### config.mk
export PLATFORM = sky130hd
export DESIGN_NAME = viterbi_decoder_param
export DESIGN_NICKNAME = d
export VERILOG_FILES = /design/src/rtl/viterbi_decoder_param.sv
export SDC_FILE = /design/constraint.sdc
export NUM_CORES = 1
export LEC_CHECK = 0
export ABC_AREA = 0
export CAP_MARGIN = 20
export CORE_MARGIN = 3
export CORE_UTILIZATION = 55
export DETAILED_ROUTE_END_ITERATION = 12
export PLACE_DENSITY_LB_ADDON = 0.2
export SYNTH_ARGS = -nofsm -noshare
export SYNTH_HDL_FRONTEND = slang
export SYNTH_SLANG_ARGS = --single-unit
### constraint.sdc
create_clock -name clk -period 19.3 [get_ports clk]
set_input_delay 5.79 -clock clk [delete_from_list [all_inputs] [get_ports clk]]
set_output_delay 5.79 -clock clk [all_outputs]
set_load 0.05 [all_outputs]
### src/rtl/viterbi_decoder_param.sv
// viterbi_decoder_param: streaming hard-decision rate-1/2 Viterbi decoder, parallel ACS, register-exchange survivors
// Ports:
//   clk, rst_n           rising-edge clock, asynchronous active-low reset
//   in_valid, in_ready   symbol handshake; in_bits = {G0 parity, G1 parity}; in_last ends a block
//   out_valid, out_ready decoded-bit handshake; out_bit, with out_last on the final bit of a block
//   busy                 flushing, or holding accepted symbols whose bits are not yet emitted
module viterbi_decoder_param #(
  parameter int K = 3,
  parameter logic [K-1:0] G0 = 3'b111,
  parameter logic [K-1:0] G1 = 3'b101,
  parameter int TB_DEPTH = 15,
  parameter int PM_W = 8,
  parameter bit TERMINATED = 1'b1
) (
  input  logic       clk,
  input  logic       rst_n,
  input  logic       in_valid,
  output logic       in_ready,
  input  logic [1:0] in_bits,
  input  logic       in_last,
  output logic       out_valid,
  input  logic       out_ready,
  output logic       out_bit,
  output logic       out_last,
  output logic       busy
);
  localparam int NS = 1 << (K - 1);
  localparam int SW = K - 1;
  localparam int CW = $clog2(TB_DEPTH + 1);
  localparam logic [PM_W-1:0] PM_INIT = {2'b01, {(PM_W-2){1'b0}}};
  localparam logic [CW-1:0] FULL = CW'(TB_DEPTH);
  localparam logic [CW-1:0] EMIT = CW'(TB_DEPTH - 1);
  localparam logic [CW-1:0] ONE = CW'(1);
  typedef enum logic {RUN, FLUSH} state_t;
  state_t state, state_nx;
  logic [PM_W-1:0] pm [NS];
  logic [PM_W-1:0] pm_acs [NS];
  logic [PM_W-1:0] pm_nx [NS];
  logic [TB_DEPTH-1:0] surv [NS];
  logic [TB_DEPTH-1:0] surv_nx [NS];
  logic [NS-1:0] msb;
  logic norm, acc, emit_run, fl_go, done, fl_bit;
  logic [SW-1:0] best, fl_state;
  logic [PM_W-1:0] best_pm;
  logic [CW-1:0] sym_cnt, cnt_inc;

  for (genvar i = 0; i < NS; i++) begin : g_acs
    // predecessors of state i are {i[K-3:0], b}; the input bit that reaches i is i's MSB
    localparam int P0 = (i << 1) % NS;
    localparam logic [K-1:0] R0 = K'(((i >> (K - 2)) << (K - 1)) | P0);
    localparam logic [K-1:0] R1 = R0 | K'(1);
    localparam logic [1:0] E0 = {^(G0 & R0), ^(G1 & R0)};
    localparam logic [1:0] E1 = {^(G0 & R1), ^(G1 & R1)};
    logic [1:0] d0, d1;
    logic [PM_W-1:0] m0, m1;
    logic take1;
    assign d0 = in_bits ^ E0;
    assign d1 = in_bits ^ E1;
    assign m0 = pm[P0] + PM_W'(d0[1]) + PM_W'(d0[0]);
    assign m1 = pm[P0+1] + PM_W'(d1[1]) + PM_W'(d1[0]);
    assign take1 = m1 < m0;
    assign pm_acs[i] = take1 ? m1 : m0;
    assign msb[i] = pm_acs[i][PM_W-1];
    assign pm_nx[i] = {pm_acs[i][PM_W-1] & ~norm, pm_acs[i][PM_W-2:0]};
    assign surv_nx[i] = {take1 ? surv[P0+1][TB_DEPTH-2:0] : surv[P0][TB_DEPTH-2:0], R0[K-1]};
  end

  // lowest metric wins, lowest index on a tie
  always_comb begin
    best = '0;
    best_pm = pm_nx[0];
    for (int s = 1; s < NS; s++)
      if (pm_nx[s] < best_pm) begin
        best = SW'(s);
        best_pm = pm_nx[s];
      end
  end

  // all metrics past half range: drop the MSB everywhere, preserving differences
  assign norm = &msb;
  assign in_ready = state == RUN && !(out_valid && !out_ready);
  assign acc = in_valid && in_ready;
  assign emit_run = acc && sym_cnt >= EMIT;
  assign fl_go = state == FLUSH && (!out_valid || out_ready) && sym_cnt != '0;
  assign done = state == FLUSH && out_valid && out_ready && out_last;
  assign cnt_inc = sym_cnt == FULL ? sym_cnt : sym_cnt + ONE;
  // in FLUSH sym_cnt counts remaining bits, so the oldest pending one sits at sym_cnt-1
  assign fl_bit = 1'(surv[fl_state] >> (sym_cnt - ONE));
  assign busy = state == FLUSH || sym_cnt != '0 || out_valid;

  always_ff @(posedge clk or negedge rst_n)
    if (!rst_n) state <= RUN;
    else state <= state_nx;

  always_comb begin
    state_nx = state;
    if (acc && in_last) state_nx = FLUSH;
    else if (done) state_nx = RUN;
  end

  always_ff @(posedge clk or negedge rst_n) begin
    if (!rst_n) begin
      sym_cnt <= '0;
      fl_state <= '0;
      for (int s = 0; s < NS; s++) begin
        pm[s] <= (s == 0) ? '0 : PM_INIT;
        surv[s] <= '0;
      end
    end else if (done) begin
      sym_cnt <= '0;
      for (int s = 0; s < NS; s++) begin
        pm[s] <= (s == 0) ? '0 : PM_INIT;
        surv[s] <= '0;
      end
    end else if (acc) begin
      pm <= pm_nx;
      surv <= surv_nx;
      sym_cnt <= in_last ? (cnt_inc == FULL ? EMIT : cnt_inc) : cnt_inc;
      if (in_last) fl_state <= TERMINATED ? '0 : best;
    end else if (fl_go) begin
      sym_cnt <= sym_cnt - ONE;
    end
  end

  always_ff @(posedge clk or negedge rst_n) begin
    if (!rst_n) begin
      out_valid <= 1'b0;
      out_bit <= 1'b0;
      out_last <= 1'b0;
    end else if (emit_run) begin
      out_valid <= 1'b1;
      out_bit <= surv_nx[best][TB_DEPTH-1];
      out_last <= 1'b0;
    end else if (fl_go) begin
      out_valid <= 1'b1;
      out_bit <= fl_bit;
      out_last <= sym_cnt == ONE;
    end else if (out_ready) begin
      out_valid <= 1'b0;
      out_last <= 1'b0;
    end
  end
endmodule
==> impl_metrics.py <==
metrics = {
    "yosys": {
        "ys_seq_elements": 91,
        "syn_avg_cell_area_um2": 8.80,
        "seq_area_frac_synth_pct": 31.4,
        "async_flop_share_pct": 100,
        "syn_nets": 906,
        "synth_warnings": 0,
        "synth_area_um2": 7270,
        "synth_edf_count": 0,
        "synth_cell_type_count": 61,
        "syn_inst": 826,
        "synth-main-ff-cell": "dfrtp_1",
    },
    "clock_network": {
        "hold_buffers": 0,
        "numCtsBuffers": 9,
        "htree_levels": 3,
        "root_buffer": "clkbuf_16",
        "postCtsSetupBuffers": 0,
        "postCtsResizedCells": 0,
        "cts_tree": "done",
        "clk_latency_ns": 0.35,
        "path_clk_slew_ns": 0.07,
        "clock_sink_count": 91,
        "ctsLongestPathBuffers": 2,
    },
    "worst_hold_path": {
        "hold_depth": 2,
        "hold_path_class": "reg -> reg",
        "hp-start": "surv[0]",
        "min_to": "surv[1]",
    },
    "sta": {
        "hold_viol_final": 0,
        "timing.final.crit_period_ns": 14.22,
        "setup-tns-final_ns": 0,
        "fin_crit_sh_pct": 73.7,
        "fmax_mhz": 70.3,
        "setup_viol": 0,
        "slew_violations": 0,
        "maxSlewHeadroom_pct": 36.4,
        "tightest_slew_ns": 0.954,
        "rsz0062_at_grt": "false",
        "skew_ns": 0.0112,
    },
    "worst_setup_path": {
        "start_kind": "input pin",
        "timing.critical_path.buf_inv": 4,
        "worstPathMaxFanout": 17,
        "critical-path-max-stage-delay_ns": 0.73,
        "r2r_cells": 34,
        "cp_common_cell": "ha_1",
        "worst_r2r_startpoint": "pm[16]",
        "cp_slowest_cell": "clkdlybuf4s50_1",
        "required_ns": 19.56,
        "rr_endpoint": "out_bit",
        "endpoint_kind": "flop",
        "cp.arrival_ns": 14.48,
        "crit_type": "in -> reg",
        "worst-r2r-setup-slack_ns": 10.96,
        "cp_top_family": "compound AO/OA/AOI/OAI gates",
    },
    "die": {
        "dieArea_um2": 14600,
        "fp.dieH_um": 121,
        "io_pins": 12,
        "core_um2": 12800,
        "die_w_um": 121,
        "num_rows": 41,
        "initial_core_util_pct": 56.9,
    },
    "final_layout": {
        "final_common_cell": "nand3_1",
        "mostFrequentLayoutCells": "nand3_1 (103), dfrtp_1 (88), o21ai_0 (80)",
        "drive_gt1_share_pct": 7.38,
        "area_growth_syn_to_layout_pct": 7.02,
        "insertedDiodeCount": 0,
        "finalNetCount": 888,
    },
    "status": {
        "status": "completed",
    },
    "routing": {
        "drtAntennaViolNets": 0,
        "routedWlPerCell_um": 18.7,
        "num_vias": 6082,
        "wl_um": 18400,
        "drt_pass1_iterations": 5,
        "drt-initial-drc-count": 514,
        "drc_errors": 0,
        "route.detailed.vias_per_inst": 6.17,
    },
    "job": {
        "drv_cap": 0,
    },
    "global_routing": {
        "grt_use_total_pct": 26.2,
        "grt_pass1_wl_um": 30500,
        "grt_pass1_vias": 6016,
        "grt_max_degree": 115,
        "grt_antenna_before_repair": 0,
        "overflow": 0,
    },
    "place": {
        "port_buffers": 11,
        "place_congestion": 0.962,
        "hpwl_um": 13100,
    },
}
-- per-stage QoR --
| stage | utilization [%] | setup WS [ns] | cell area [um^2] | cells | hold slack [ns] |
|---|---|---|---|---|---|
| floorplan | - | 6.68 | 7270 | 826 | 0.439 |
| global placement | 58.5 | 5.14 | 7470 | 969 | 0.468 |
| detailed placement | 58.5 | 4.78 | 7470 | 969 | 0.480 |
| CTS | 60.9 | 5.11 | 7780 | 985 | 0.496 |
| global route | 60.9 | 4.35 | 7780 | 985 | 0.546 |
| finish | 60.9 | 5.08 | 7780 | 985 | 0.499 |
-- Yosys cell counts, drive strengths merged (22+ instances only) --
library cell | instances | area, um^2
o21ai | 86 | 449
dfrtp | 88 | 2200
clkbuf | 37 | 139
xnor2 | 22 | 193
xor2 | 27 | 236
nand2 | 71 | 279
a21oi | 34 | 170
nor2 | 45 | 169
inv | 46 | 173
nand3 | 103 | 515
mux2i | 69 | 691
ha | 63 | 788
-- routing by layer --
metal	wire length [um]	vias up	GRT usage, %
li1	-	2883	-
met1	8240	2949	36.1
met2	8760	211	42.3
met3	1040	39	4.48
met4	391	0	7.72
met5	0	-	0
-- cell type report --
cell class / instances / area, um^2
Multi-Input combinational cell: 641 / 4630
Sequential cell: 91 / 2280
Tap cell: 172 / 215
Clock inverter: 6 / 75.1
Timing Repair Buffer: 19 / 168
Clock buffer: 10 / 239
Inverter: 46 / 173
Fill cell: 1109 / 4990
-- flip-flops by register name, indices dropped and copies added, names as in the netlist --
name,cells
pm,32
state,1
out_last,1
out_bit,1
out_valid,1
sym_cnt,4
surv,51
-- worst reg2reg max path, delay by kind of cell (launching register included) --
kind | cells | cell delay, ns
simple gates | 6 | 0.81
xor+xnor | 1 | 0.16
flops | 1 | 0.39
compound gates | 15 | 3.79
fa+ha+maj | 5 | 1.46
mux | 3 | 0.99
buf+inv | 4 | 0.64
-- cell families after synthesis --
logic type	synth area share (%)
simple gates	17.9
compound gates	14.4
buf+inv	5.20
flops	31.4
mux	11.6
fa+ha+maj	13.6
xor+xnor	5.90
-- how the worst max path moves through the flow --
stage,endpoint,cells past startpoint,startpoint,slack (ns)
after floorplan,out_bit,36,in_bits[0],6.68
after global placement,out_bit,34,in_bits[0],5.14
after detailed placement,out_bit,34,in_bits[0],4.78
after CTS,out_bit,34,in_bits[0],5.11
after global routing,out_bit,34,in_bits[0],4.35
final,out_bit,34,in_bits[0],5.08
Power is left out: the tool's default activity adds up to more than one toggle a clock period on the data nets, which glitch-free logic cannot reach.
